File: src/rtl/br_table_resolver_pkg.sv
// Shared constants for the br_table immediate resolver.
//   - FSM state encodings for br_table_resolver.
//   - LEB_MAX_BYTES: longest legal LEB128 encoding of a u32.
//   - clamp_index: maps an out-of-range br_table index onto the default label.
package br_table_resolver_pkg;

  localparam int unsigned LEB_MAX_BYTES = 5;

  localparam logic [1:0] StIdle  = 2'd0;
  localparam logic [1:0] StCount = 2'd1;
  localparam logic [1:0] StEntry = 2'd2;
  localparam logic [1:0] StFault = 2'd3;

  // Index of the label that will be taken: entry N is the default.
  function automatic logic [31:0] clamp_index(logic [31:0] idx, logic [31:0] n);
    return (idx < n) ? idx : n;
  endfunction

endpackage

File: src/rtl/leb128_u32_acc.sv
// Byte-serial unsigned LEB128 (u32) accumulator.
// Ports:
//   clk, reset      - clock, asynchronous active-low reset
//   clear           - discard any partial value
//   byte_valid      - byte_data holds the next encoded byte this cycle
//   byte_data [7:0] - encoded byte
//   value [31:0]    - accumulated value including byte_data; valid with complete
//   complete        - byte_data terminates a well-formed value
//   overflow        - byte_data is a 5th byte with continuation or bits 6:4 set
// The accumulator restarts by itself after complete or overflow, so it can be
// reused back-to-back for consecutive values without an explicit clear.
module leb128_u32_acc
  import br_table_resolver_pkg::*;
(
  input  logic        clk,
  input  logic        reset,
  input  logic        clear,
  input  logic        byte_valid,
  input  logic [7:0]  byte_data,
  output logic [31:0] value,
  output logic        complete,
  output logic        overflow
);

  logic [31:0] acc_q;
  logic [2:0]  n_q;
  logic [4:0]  shamt;
  logic        last_byte;

  always_comb begin
    shamt     = {2'b00, n_q} * 5'd7;
    last_byte = (n_q == 3'(LEB_MAX_BYTES - 1));
    value     = acc_q | ({25'd0, byte_data[6:0]} << shamt);
    overflow  = byte_valid & last_byte & (byte_data[7] | (|byte_data[6:4]));
    complete  = byte_valid & ~byte_data[7] & ~overflow;
  end

  always_ff @(posedge clk or negedge reset) begin
    if (!reset) begin
      acc_q <= '0;
      n_q   <= '0;
    end else if (clear || complete || overflow) begin
      acc_q <= '0;
      n_q   <= '0;
    end else if (byte_valid) begin
      acc_q <= value;
      n_q   <= n_q + 3'd1;
    end
  end

endmodule

File: src/rtl/br_table_resolver.sv
// Sequential resolver for the WebAssembly br_table immediate.
// Walks the LEB128 label vector in ROM one byte per cycle and returns the
// selected branch depth and the address just past the table.
// Ports:
//   clk, reset            - clock, asynchronous active-low reset
//   start                 - one-cycle request, ignored while busy
//   table_addr            - address of the vector count byte
//   index [31:0]          - br_table operand (unsigned)
//   busy                  - walk in progress
//   done                  - one-cycle pulse, target/next_pc valid
//   error                 - sticky malformed-LEB / ROM fault flag
//   target [31:0]         - resolved label depth
//   next_pc               - address past the default label
//   mem_addr, mem_extra   - ROM request (one byte per access)
//   mem_data, mem_error   - ROM response, one cycle after the address
module br_table_resolver
  import br_table_resolver_pkg::*;
#(
  parameter int unsigned MEM_DEPTH = 6,
  parameter int unsigned MEM_EXTRA = 4
) (
  input  logic                          clk,
  input  logic                          reset,
  input  logic                          start,
  input  logic [MEM_DEPTH:0]            table_addr,
  input  logic [31:0]                   index,
  output logic                          busy,
  output logic                          done,
  output logic                          error,
  output logic [31:0]                   target,
  output logic [MEM_DEPTH:0]            next_pc,
  output logic [MEM_DEPTH:0]            mem_addr,
  output logic [MEM_EXTRA-1:0]          mem_extra,
  input  logic [(2**MEM_EXTRA)*8-1:0]   mem_data,
  input  logic                          mem_error
);

  localparam int unsigned DataWidth = (2**MEM_EXTRA) * 8;

  logic [1:0]         state_q, state_d;
  logic               busy_q, busy_d;
  logic               primed_q, primed_d;
  logic               done_q, done_d;
  logic               error_q, error_d;
  logic [31:0]        target_q, target_d;
  logic [MEM_DEPTH:0] next_pc_q, next_pc_d;
  logic [MEM_DEPTH:0] mem_addr_q, mem_addr_d;
  logic [31:0]        index_q, index_d;
  logic [31:0]        count_q, count_d;
  logic [31:0]        k_q, k_d;
  logic [31:0]        entry_q, entry_d;
  logic [31:0]        sel_q, sel_d;

  logic        start_ok;
  logic        consume;
  logic        clear_acc;
  logic [31:0] leb_value;
  logic        leb_complete;
  logic        leb_overflow;

  logic unused_mem_data;
  assign unused_mem_data = ^mem_data[DataWidth-1:8];

  // The ROM answers one cycle late, so the first cycle of a walk only primes
  // the pipeline; from then on one byte is consumed every cycle.
  assign start_ok = start & ~busy_q;
  assign consume  = busy_q & primed_q;

  leb128_u32_acc u_leb (
    .clk        (clk),
    .reset      (reset),
    .clear      (clear_acc),
    .byte_valid (consume),
    .byte_data  (mem_data[7:0]),
    .value      (leb_value),
    .complete   (leb_complete),
    .overflow   (leb_overflow)
  );

  always_comb begin
    state_d    = state_q;
    busy_d     = busy_q;
    primed_d   = primed_q;
    done_d     = 1'b0;
    error_d    = error_q;
    target_d   = target_q;
    next_pc_d  = next_pc_q;
    mem_addr_d = mem_addr_q;
    index_d    = index_q;
    count_d    = count_q;
    k_d        = k_q;
    entry_d    = entry_q;
    sel_d      = sel_q;
    clear_acc  = 1'b0;

    if (start_ok) begin
      state_d    = StCount;
      busy_d     = 1'b1;
      primed_d   = 1'b0;
      error_d    = 1'b0;
      index_d    = index;
      mem_addr_d = table_addr;
      clear_acc  = 1'b1;
    end else if (busy_q) begin
      primed_d   = 1'b1;
      mem_addr_d = mem_addr_q + {{MEM_DEPTH{1'b0}}, 1'b1};
      if (consume) begin
        if (mem_error || leb_overflow) begin
          state_d    = StFault;
          busy_d     = 1'b0;
          error_d    = 1'b1;
          mem_addr_d = mem_addr_q;
        end else if (leb_complete) begin
          case (state_q)
            StCount: begin
              count_d = leb_value;
              k_d     = clamp_index(index_q, leb_value);
              entry_d = '0;
              state_d = StEntry;
            end
            StEntry: begin
              // Selected label is staged in sel_q so target only moves on done.
              if (entry_q == k_q) sel_d = leb_value;
              if (entry_q == count_q) begin
                done_d     = 1'b1;
                busy_d     = 1'b0;
                state_d    = StIdle;
                // mem_addr already points one past the byte being consumed.
                next_pc_d  = mem_addr_q;
                mem_addr_d = mem_addr_q;
                target_d   = (entry_q == k_q) ? leb_value : sel_q;
              end else begin
                entry_d = entry_q + 32'd1;
              end
            end
            default: ;
          endcase
        end
      end
    end
  end

  always_ff @(posedge clk or negedge reset) begin
    if (!reset) begin
      state_q    <= StIdle;
      busy_q     <= 1'b0;
      primed_q   <= 1'b0;
      done_q     <= 1'b0;
      error_q    <= 1'b0;
      target_q   <= '0;
      next_pc_q  <= '0;
      mem_addr_q <= '0;
      index_q    <= '0;
      count_q    <= '0;
      k_q        <= '0;
      entry_q    <= '0;
      sel_q      <= '0;
    end else begin
      state_q    <= state_d;
      busy_q     <= busy_d;
      primed_q   <= primed_d;
      done_q     <= done_d;
      error_q    <= error_d;
      target_q   <= target_d;
      next_pc_q  <= next_pc_d;
      mem_addr_q <= mem_addr_d;
      index_q    <= index_d;
      count_q    <= count_d;
      k_q        <= k_d;
      entry_q    <= entry_d;
      sel_q      <= sel_d;
    end
  end

  assign busy      = busy_q;
  assign done      = done_q;
  assign error     = error_q;
  assign target    = target_q;
  assign next_pc   = next_pc_q;
  assign mem_addr  = mem_addr_q;
  assign mem_extra = '0;

endmodule

File: config.mk
export PLATFORM = sky130hd
export DESIGN_NAME = br_table_resolver
export DESIGN_NICKNAME = d
export VERILOG_FILES = /design/src/rtl/br_table_resolver_pkg.sv /design/src/rtl/leb128_u32_acc.sv /design/src/rtl/br_table_resolver.sv
export SDC_FILE = /design/constraint.sdc
export NUM_CORES = 1
export LEC_CHECK = 0
export BUFFER_PORTS_ARGS = -buffer_cell sky130_fd_sc_hd__buf_4
export CORE_MARGIN = 8
export CORE_UTILIZATION = 57
export DETAILED_ROUTE_END_ITERATION = 10
export PLACE_DENSITY = 0.8
export SLEW_MARGIN = 10
export SYNTH_ARGS = -nofsm -noshare
export SYNTH_HDL_FRONTEND = slang
export SYNTH_SLANG_ARGS = --single-unit
File: constraint.sdc
create_clock -name clk -period 6.3 [get_ports clk]
set_input_delay 1.575 -clock clk [delete_from_list [all_inputs] [get_ports clk]]
set_output_delay 1.575 -clock clk [all_outputs]
set_load 0.05 [all_outputs]
==> results of run 1 <==
[cells in the mapped netlist, drive strengths merged (5+ instances only)]
master / instances / area (µm²)
ha: 39 / 488.0
o221ai: 8 / 70.07
or4: 11 / 82.58
nand4: 25 / 162.6
o21ai: 86 / 430.4
o311ai: 6 / 52.55
xor2: 65 / 569.3
a221o: 5 / 50.05
a21oi: 73 / 365.4
a211oi: 6 / 62.56
and2: 8 / 52.55
a211o: 18 / 157.7
mux2i: 52 / 520.5
nand3: 27 / 135.1
buf: 27 / 183.9
a21o: 9 / 67.56
and3: 10 / 62.56
nor2: 46 / 172.7
a31oi: 14 / 87.58
inv: 51 / 191.4
clkbuf: 58 / 217.7
nor3: 27 / 135.1
o211ai: 8 / 60.06
nand2b: 7 / 43.79
xnor2: 5 / 43.79
or3: 13 / 81.33
o31ai: 14 / 105.1
nor4: 23 / 143.9
mux2: 62 / 698.2
a22o: 5 / 43.79
a22oi: 5 / 37.54
dfrtp: 247 / 6181
o22ai: 6 / 37.54
nand2: 233 / 874.6
[final cells by class]
class | count | area (µm²)
fillers | 1687 | 7465
multi-input cells | 967 | 6435
flip-flops and latches | 247 | 6181
repair buffers | 136 | 1041
clock buffers | 40 | 815.8
well taps | 285 | 356.6
inverters | 51 | 191.4
clock inverters | 10 | 155.1
[sequential cells by signal, summed over array words and instances, names as in the netlist]
register / flops
count_q: 32
entry_q: 32
index_q: 32
k_q: 32
sel_q: 32
target: 32
u_leb.acc_q: 32
mem_addr: 7
next_pc: 7
u_leb.n_q: 3
state_q: 2
busy: 1
done: 1
error: 1
primed_q: 1
[worst max-delay path: stages, from the launching register on]
cell                       delay [ns]
sky130_fd_sc_hd__dfrtp_1         0.78
sky130_fd_sc_hd__fa_1            0.53
sky130_fd_sc_hd__ha_1            0.23
sky130_fd_sc_hd__fa_1            0.41
sky130_fd_sc_hd__xor2_1          0.18
sky130_fd_sc_hd__buf_4           0.17
sky130_fd_sc_hd__nor2_1          0.56
sky130_fd_sc_hd__a21oi_1         0.46
sky130_fd_sc_hd__ha_1            0.45
sky130_fd_sc_hd__nand4_1         0.14
sky130_fd_sc_hd__nor4_1          0.30
sky130_fd_sc_hd__a221oi_1        0.13
sky130_fd_sc_hd__o211a_1         0.38
sky130_fd_sc_hd__o31a_4          0.50
sky130_fd_sc_hd__a211o_1         0.33
[through the flow]
step	cell area (µm²)	setup slack (ns)
finish	15180	0.6187
global route	15180	0.4148
CTS	15180	0.6648
detailed placement	14200	0.7769
global placement	14200	0.8750
floorplan	13170	1.527
[final timing paths]
| check | slack [ns] | to | startpoint |
|---|---|---|---|
| min in group asynchronous | 1.15 | entry_q[26] | reset |
| worst min-delay path | 0.49 | error | error |
| worst max register to register | 0.62 | k_q[15] | u_leb.n_q[0] |
| max in group asynchronous | 4.03 | sel_q[20] | reset |
| worst max-delay path | 0.62 | k_q[15] | u_leb.n_q[0] |
| worst min register to register | 0.49 | error | error |
[logic make-up after synthesis]
logic type | after synthesis | share of synthesized area (%)
flip-flops | 247 | 46.96
AO/OA/AOI/OAI | 292 | 14.51
other | 1 | 0.02849
adder cells (fa/ha/maj) | 41 | 4.011
XOR/XNOR | 70 | 4.658
buffers and inverters | 136 | 4.506
AND/OR/NAND/NOR | 443 | 15.56
multiplexers | 117 | 9.772
[power by group]
part | internal (W) | leakage, nW | switching, W | total (W)
logic | 0.00116 | 3.87 | 0.00231 | 0.00347
clock network | 0.00102 | 0.471 | 0.000667 | 0.00169
registers | 0.00199 | 3.20 | 0.000397 | 0.00238
[routing by layer]
layer	track usage [%]	vias to the layer above	share of wire [%]
met5	0	-	0
met4	11.18	0	4.5
met3	4.280	111	6.8
met2	41.73	435	48
met1	33.09	5366	41
li1	-	4967	-
==> flow_summary_export.csv, run 1 <==
group,metric,value,unit
logic_synthesis,synth-warning-count,0,
drt,viasPerCell,6.267,
power,total_power,0.007540,W
cts,clkLatencyLatePin,0.56,ns
logic_synthesis,yosys_most_used_dff,"sky130_fd_sc_hd__dfrtp_1",
timing,slew_viol_final,0,
cts,cts_htree_levels,1,
grt,wire_length_of_the_first_global_routing_pass,58240,µm
timing,setup_viol,0,
logic_synthesis,synthesis.area_per_instance,9.772,µm²
timing,rsz0062_at_grt,"false",
cells_and_area,num-nets-final,1643,
timing,whs,0.4909,ns
floorplan,die_y,168.0,µm
grt,antenna_found_initial,0,
worst_hold_path,min-delay-path-class,"reg2reg",
drt,finalWirelength,36400,µm
grt,grt_start_max_net_pins,131,
cells_and_area,finish.cell_count_without_fillers,1736,
critical_path,crit_fanout,19,
timing,fin_worst_skew,0.02199,ns
drt,drt_first_iter_violations,1019,
grt,total_global_route_track_usage,25.53,%
place,replace_congestion,0.9871,
floorplan,num_io_pins,224,
drt,detail_route.first_pass.iterations,5,
logic_synthesis,synth.ff_latch_count,247,
cts,post_cts_resized,0,
logic_synthesis,syn-instance-count,1347,
grt,first_global_vias,10870,
cts,cts_hold_buf,0,
timing,finalHoldViolations,0,
grt,grt-ovfl-total,0,
cts,cts_made_buffers,28,
timing,period_needed,5.681,ns
cells_and_area,most-common-layout-cells,"247 x sky130_fd_sc_hd__dfrtp_1, 232 x sky130_fd_sc_hd__nand2_1, 134 x sky130_fd_sc_hd__buf_4",
cts,post-cts-setup-buffers,0,
cells_and_area,final_layout_size_suffix_gt1_share,18.19,%
cells_and_area,antenna_cells_inserted,0,
timing,worst_slew_pin_slew,1.195,ns
drt,final_antenna_net_count,0,
critical_path,critPathLaunchType,"flop",
drt,detailed_route_via_count,10880,
cells_and_area,final_common_cell,"sky130_fd_sc_hd__dfrtp_1",
timing,period_share,90.18,%
drt,drcViolationCount,0,
cts,clk_pin_slew,0.07,ns
logic_synthesis,synth_async_sr_flop_share,100.0,%
cells_and_area,layout.core_utilization,67.03,%
worst_hold_path,min_delay_path_depth,2,
floorplan,die-area,28210,µm²
place,count_of_input_and_output_buffers,99,
power,p_per_area,496.8,nW/µm²
logic_synthesis,synth_edf_count,0,
place,dp_hpwl,26030,µm
cts,cts_tree,"yes",
cts,clock_sinks,247,
drt,routedWlPerCell,20.96,µm
place,dp.cells,1686,
floorplan,number_of_rows_in_the_core_area,55,
cts,cts_root_buf,"sky130_fd_sc_hd__clkbuf_16",
logic_synthesis,combined_area_of_all_synthesized_cells,13160,µm²
cells_and_area,area_delta_synth_final,15.29,%
critical_path,r2r.worst_path.cells,14,
critical_path,crit_type,"reg2reg",
timing,fmax,0.1760,GHz
timing,setup_total_negative_slack,0,ns
cts,clk_path_buf_depth,3,
timing,slew-limit-headroom,20.16,%
critical_path,critical_path_required,6.72,ns
floorplan,core_area,22640,µm²
critical_path,crit_path_end_kind,"flop",
critical_path,timing.critical_path.arrival,6.10,ns
logic_synthesis,synth_sequential_area_ratio,46.96,%
floorplan,start_util,58.14,%
run_status,status,"completed",
power,power_leakage,7.535,nW
logic_synthesis,synth.lib_cells_used.distinct,66,
power,vdd_drop_max,0.2996,mV
flow_run,max-cap-violations,0,
floorplan,die_width,168.0,µm
Power figures use the tool's default switching activity.
==> run 2: changes to the inputs <==
--- a/config.mk
+++ b/config.mk
@@ -7,9 +7,10 @@
 export LEC_CHECK = 0
 export BUFFER_PORTS_ARGS = -buffer_cell sky130_fd_sc_hd__buf_4
 export CORE_MARGIN = 8
-export CORE_UTILIZATION = 57
+export CORE_UTILIZATION = 59
+export CTS_BUF_LIST = sky130_fd_sc_hd__clkbuf_4 sky130_fd_sc_hd__clkbuf_8
 export DETAILED_ROUTE_END_ITERATION = 10
-export PLACE_DENSITY = 0.8
+export PLACE_DENSITY = 0.83
 export SLEW_MARGIN = 10
 export SYNTH_ARGS = -nofsm -noshare
 export SYNTH_HDL_FRONTEND = slang
==> run 2 against run 1 <==
Largest power group unchanged. Critical path type unchanged. Maximum frequency is 3.1% higher. First-iteration DRC count is 14% higher. Combinational power is 1% higher. Critical endpoint is now k_q[31]. Hold slack better by 0.0080 ns. Via count is 0.42% higher. Global-route usage is 1.7 points higher.
==> flow_summary_export.csv, run 2 (synthesized netlist as in run 1, its figures left out) <==
group,metric,value,unit
cts,post-cts-setup-buffers,0,
cells_and_area,final_area,15080,µm²
cts,cts_tree,"yes",
floorplan,num_io_pins,224,
grt,total_global_route_track_usage,27.23,%
worst_hold_path,min-delay-path-class,"reg2reg",
floorplan,core_area,21890,µm²
drt,drt_first_iter_violations,1158,
cells_and_area,final_common_cell,"sky130_fd_sc_hd__dfrtp_1",
drt,final_antenna_net_count,0,
floorplan,die-area,27350,µm²
power,power_leakage,7.533,nW
timing,worst_slew_pin_slew,1.195,ns
place,count_of_input_and_output_buffers,99,
place,post_dp_cell_area,14210,µm²
drt,finalWirelength,36940,µm
drt,routedWlPerCell,21.09,µm
power,vdd_drop_max,0.3169,mV
flow_run,max-cap-violations,0,
grt,first_global_vias,10850,
timing,period_share,87.50,%
cells_and_area,fillCellCount,1623,
power,total_power,0.007421,W
timing,rsz0062_at_grt,"false",
cts,cts_htree_levels,2,
cells_and_area,final_layout_size_suffix_gt1_share,19.77,%
drt,drcViolationCount,0,
power,p_per_area,491.9,nW/µm²
drt,detailed_route_via_count,10930,
place,dp_hpwl,26380,µm
timing,period_needed,5.512,ns
floorplan,start_util,60.13,%
critical_path,timing.critical_path.arrival,5.93,ns
timing,setup_total_negative_slack,0,ns
timing,setup_viol,0,
cells_and_area,antenna_cells_inserted,0,
cells_and_area,most-common-layout-cells,"247 x sky130_fd_sc_hd__dfrtp_1, 232 x sky130_fd_sc_hd__nand2_1, 135 x sky130_fd_sc_hd__buf_4",
cells_and_area,num-nets-final,1658,
grt,grt_start_max_net_pins,142,
grt,wire_length_of_the_first_global_routing_pass,58280,µm
cts,clock_sinks,247,
cts,cts_root_buf,"sky130_fd_sc_hd__clkbuf_8",
cts,cts_hold_buf,0,
drt,viasPerCell,6.236,
cells_and_area,area_delta_synth_final,14.60,%
timing,finalHoldViolations,0,
timing,fin_worst_skew,0.03770,ns
timing,slew_viol_final,0,
critical_path,crit_type,"reg2reg",
drt,detail_route.first_pass.iterations,6,
grt,grt-ovfl-total,0,
cts,post_cts_resized,0,
cts,clkLatencyLatePin,0.58,ns
timing,fmax,0.1814,GHz
critical_path,crit_fanout,19,
cells_and_area,finish.cell_count_without_fillers,1752,
grt,antenna_found_initial,0,
critical_path,crit_path_end_kind,"flop",
floorplan,die_y,165.4,µm
place,dp.cells,1682,
run_status,status,"completed",
critical_path,critPathLaunchType,"flop",
floorplan,number_of_rows_in_the_core_area,54,
timing,slew-limit-headroom,20.16,%
cts,clk_path_buf_depth,3,
cts,cts_made_buffers,42,
critical_path,critical_path_required,6.72,ns
floorplan,die_width,165.4,µm
cts,clk_pin_slew,0.06,ns
place,replace_congestion,0.9587,
==> run 2: cell types whose count changed in the layout (fill, tap and decap cells not counted) <==
| cell | previous run | this run |
|---|---|---|
| sky130_fd_sc_hd__clkbuf_8 | 7 | 53 |
| sky130_fd_sc_hd__clkbuf_16 | 28 | 0 |
| sky130_fd_sc_hd__clkbuf_4 | 0 | 11 |
| sky130_fd_sc_hd__clkbuf_1 | 5 | 0 |
| sky130_fd_sc_hd__bufinv_16 | 3 | 1 |
| sky130_fd_sc_hd__clkinvlp_4 | 2 | 0 |
| sky130_fd_sc_hd__inv_6 | 0 | 2 |
| sky130_fd_sc_hd__a21oi_1 | 73 | 72 |
| sky130_fd_sc_hd__a21oi_2 | 0 | 1 |
| sky130_fd_sc_hd__buf_4 | 134 | 135 |
| sky130_fd_sc_hd__clkinv_16 | 1 | 0 |
| sky130_fd_sc_hd__clkinv_2 | 4 | 3 |
==> run 2: worst paths after layout <==
| check | start | end | slack [ns] | depth (start not counted) |
|---|---|---|---|---|
| max | u_leb.n_q[0] | k_q[31] | 0.79 | 15 |
| min reg2reg | u_leb.acc_q[19] | u_leb.acc_q[19] | 0.50 | 2 |
| min | u_leb.acc_q[19] | u_leb.acc_q[19] | 0.50 | 2 |
| min in group asynchronous | reset | u_leb.acc_q[12] | 1.07 | 1 |
| max in group asynchronous | reset | target[19] | 4.00 | 2 |
| max reg2reg | u_leb.n_q[0] | k_q[31] | 0.79 | 15 |
==> run 2: worst max-delay path: stages (launching register included) <==
cell,delay (ns)
sky130_fd_sc_hd__dfrtp_1,0.79
sky130_fd_sc_hd__fa_1,0.53
sky130_fd_sc_hd__ha_1,0.22
sky130_fd_sc_hd__fa_1,0.41
sky130_fd_sc_hd__xor2_1,0.16
sky130_fd_sc_hd__buf_4,0.20
sky130_fd_sc_hd__nor2_1,0.57
sky130_fd_sc_hd__a21oi_1,0.16
sky130_fd_sc_hd__buf_4,0.21
sky130_fd_sc_hd__ha_1,0.30
sky130_fd_sc_hd__nand4_1,0.13
sky130_fd_sc_hd__nor4_1,0.29
sky130_fd_sc_hd__a221oi_1,0.13
sky130_fd_sc_hd__o211a_1,0.39
sky130_fd_sc_hd__o31a_4,0.51
sky130_fd_sc_hd__a211o_1,0.34
==> run 2: area by class of cell <==
type                       instances  area [µm²]  share of cell area [%]
multi-input combinational        967        6439                   42.68
sequential                       247        6181                   40.98
timing repair buffer             137        1049                   6.951
clock buffer                      64       812.0                   5.383
tap                              280       350.3                   2.322
inverter                          51       191.4                   1.269
clock inverter                     6       62.56                  0.4147
==> run 2: routing by layer <==
metal	GRT usage, %	vias up	share of wire [%]
met5	0	-	0
met4	10.80	0	3.9
met3	6.520	107	8.5
met2	43.93	481	47
met1	34.96	5346	40
li1	-	4991	-
==> run 2: stage by stage <==
step / setup WS [ns] / hold slack, ns / util [%]
2_1_floorplan: 1.527 / 0.4501 / -
3_5_place_dp: 0.9304 / 0.4759 / 64.91
4_1_cts: 0.8755 / 0.4901 / 68.91
5_1_grt: 0.5507 / 0.5097 / 68.91
6_report: 0.7877 / 0.4990 / 68.91
3_3_place_gp: 1.037 / 0.4656 / 64.91
==> run 2: power breakdown <==
| group | switching, W | internal [W] |
|---|---|---|
| sequential | 0.000406 | 0.00199 |
| clock | 0.000660 | 0.000859 |
| combinational | 0.00232 | 0.00119 |
| total | 0.00338 | 0.00404 |
==> run 3: changes to the inputs <==
--- a/config.mk
+++ b/config.mk
@@ -6,11 +6,13 @@
 export NUM_CORES = 1
 export LEC_CHECK = 0
 export BUFFER_PORTS_ARGS = -buffer_cell sky130_fd_sc_hd__buf_4
+export CAP_MARGIN = 20
 export CORE_MARGIN = 8
-export CORE_UTILIZATION = 59
+export CORE_UTILIZATION = 53
 export CTS_BUF_LIST = sky130_fd_sc_hd__clkbuf_4 sky130_fd_sc_hd__clkbuf_8
 export DETAILED_ROUTE_END_ITERATION = 10
-export PLACE_DENSITY = 0.83
+export GPL_ROUTABILITY_DRIVEN = 0
+export PLACE_DENSITY = 0.79
 export SLEW_MARGIN = 10
 export SYNTH_ARGS = -nofsm -noshare
 export SYNTH_HDL_FRONTEND = slang
==> constraint.sdc (replaced) <==
create_clock -name clk -period 5 [get_ports clk]
set_input_delay 1.25 -clock clk [delete_from_list [all_inputs] [get_ports clk]]
set_output_delay 1.25 -clock clk [all_outputs]
set_load 0.05 [all_outputs]
==> run 3 against run 2 <==
Clock skew decreased by 0.0077 ns. First-iteration DRC count increased by 2.2%. Flip-flop and latch count unchanged. Register-to-register slack lost 0.62 ns. Critical path type unchanged. Largest cell class unchanged. Largest power group unchanged. Highest routed layer unchanged.
==> flow_summary_export.csv, run 3 (synthesized netlist as in run 1, its figures left out) <==
group,metric,value,unit
timing,rsz0062_at_grt,"true",
power,power_leakage,7.628,nW
worst_hold_path,min_to,"u_leb.acc_q[16]",
power,clockPowerShare,20.4,%
floorplan,die-area,30130,µm²
timing,worst_slew_pin_slew,1.020,ns
critical_path,critPathLaunchType,"flop",
cells_and_area,sequential_cell_area,6181,µm²
critical_path,crit_buf_inv,3,
grt,grt_start_max_net_pins,106,
timing,period_share,96.71,%
cells_and_area,antenna_cells_inserted,0,
grt,antenna_found_initial,0,
drt,viasPerCell,6.069,
grt,first_global_vias,11190,
drt,detail_route.first_pass.iterations,5,
floorplan,core_area,24320,µm²
critical_path,crit_type,"reg2reg",
floorplan,start_util,54.12,%
timing,fin_worst_skew,0.02998,ns
cts,cts_tree,"yes",
power,total_power,0.009446,W
critical_path,regToRegSetupSlack,0.16,ns
timing,fmax,0.2068,GHz
flow_run,max-cap-violations,0,
critical_path,critical_path_slowest_stage_cell,"sky130_fd_sc_hd__fa_1",
power,internal_power,0.005191,W
place,dp.cells,1742,
cts,clk_path_buf_depth,3,
drt,routedWlPerCell,20.06,µm
floorplan,number_of_rows_in_the_core_area,57,
floorplan,die_width,173.6,µm
drt,final_antenna_net_count,0,
place,dp_hpwl,26510,µm
grt,total_global_route_track_usage,24.04,%
cts,clkLatencyLatePin,0.57,ns
critical_path,critical_path.cell_chain,"fa_1, ha_1, fa_1, inv_1, a31oi_1, a21oi_1, a21o_1, inv_1, ha_1, a211oi_1, o21ai_0, a21oi_2, buf_4, o31ai_1, a211o_1",
floorplan,die_y,173.6,µm
power,sequentialPowerShare,31.9,%
cells_and_area,multi_input_area,6444,µm²
timing,setup_viol,0,
worst_hold_path,min_delay_path_depth,2,
critical_path,crit_family,"compound AO/OA/AOI/OAI gates",
grt,grt-ovfl-total,0,
worst_hold_path,hp-start,"u_leb.acc_q[16]",
drt,drt_first_iter_violations,1184,
timing,setup_total_negative_slack,0,ns
critical_path,crit_fanout,19,
critical_path,crit_path_end_kind,"flop",
timing,finalHoldViolations,0,
power,vdd_drop_max,0.3561,mV
critical_path,critical_path_required,5.43,ns
timing,slew-limit-headroom,31.46,%
critical_path,r2r-end,"k_q[23]",
critical_path,timing.critical_path.arrival,5.27,ns
cells_and_area,final_common_cell,"sky130_fd_sc_hd__dfrtp_1",
cells_and_area,final_layout_size_suffix_gt1_share,20.82,%
critical_path,timing.rr.start,"u_leb.n_q[2]",
floorplan,num_io_pins,224,
grt,wire_length_of_the_first_global_routing_pass,59310,µm
cts,cts_made_buffers,44,
cts,clock_sinks,247,
cells_and_area,area_delta_synth_final,16.29,%
cts,cts_root_buf,"sky130_fd_sc_hd__clkbuf_8",
cells_and_area,fillCellCount,1912,
worst_hold_path,min-delay-path-class,"reg2reg",
power,total_switching_power,0.004255,W
critical_path,r2r.worst_path.cells,15,
drt,drcViolationCount,0,
cells_and_area,most-common-layout-cells,"247 x sky130_fd_sc_hd__dfrtp_1, 232 x sky130_fd_sc_hd__nand2_1, 150 x sky130_fd_sc_hd__buf_4",
timing,period_needed,4.835,ns
timing,whs,0.4833,ns
cts,clk_pin_slew,0.06,ns
drt,finalWirelength,36360,µm
power,share_comb_of_total_power,47.7,%
cells_and_area,layout.core_utilization,62.94,%
timing,slew_viol_final,0,
place,count_of_input_and_output_buffers,99,
run_status,status,"completed",
cells_and_area,num-nets-final,1677,
drt,detailed_route_via_count,11000,
cts,cts_htree_levels,2,
cts,post-cts-setup-buffers,0,
cells_and_area,finish.cell_count_without_fillers,1813,
power,switching_share,45.05,%
power,p_per_area,617.1,nW/µm²
critical_path,critical_path.max_stage_delay,0.48,ns
run 3: cell type report:
class	instances	share of cell area, %
Clock buffer	65	5.354
Clock inverter	5	0.4087
Inverter	51	1.251
Multi-Input combinational cell	967	42.10
Sequential cell	247	40.38
Tap cell	324	2.648
Timing Repair Buffer	154	7.863
run 3: repair_timing:
action | in CTS | in global routing
gates resized for setup | 0 | 3
setup endpoints to repair | 0 | 25
hold buffers | 0 | 0
run 3: tightest hold or removal path: stages, from the launching register on:
cell and delay (ns):
sky130_fd_sc_hd__dfrtp_1 0.34, sky130_fd_sc_hd__nand2_1 0.05, sky130_fd_sc_hd__o21ai_0 0.06
run 3: how the worst max path moves through the flow:
| stage | to | cells after the start | from |
|---|---|---|---|
| final | k_q[23] | 15 | u_leb.n_q[2] |
| after global routing | k_q[9] | 16 | u_leb.n_q[2] |
| after CTS | k_q[12] | 13 | u_leb.n_q[2] |
| after detailed placement | k_q[10] | 13 | mem_data[4] |
| after global placement | k_q[26] | 13 | mem_data[2] |
| after floorplan | k_q[12] | 18 | u_leb.n_q[0] |
run 3: metrics by stage:
stage                     setup WS, ns  instance area, µm²
final                           0.1647               15310
after global routing         -0.001210               15310
after CTS                       0.2233               15270
after detailed placement        0.1808               14390
after global placement          0.1995               14380
after floorplan                 0.2268               13170
run 3: per-layer routing:
layer / routed length [µm] / share of wire (%) / vias to the layer above / global-route usage, %
met2: 17110 / 47 / 490 / 38.82
met3: 2699 / 7.4 / 107 / 4.487
met4: 1564 / 4.3 / 0 / 10.83
li1: - / - / 5032 / -
met5: 0 / 0 / - / 0
met1: 14990 / 41 / 5375 / 31.10
run 3: power by group through the flow:
stage	sequential, W	clock (W)	combinational (W)
after detailed placement	0.00303	0	0.00436
after CTS	0.00300	0.00195	0.00439
final	0.00301	0.00193	0.00451
after global routing	0.00306	0.00204	0.00489
after global placement	0.00301	0	0.00421
after floorplan	0.00318	0	0.00255
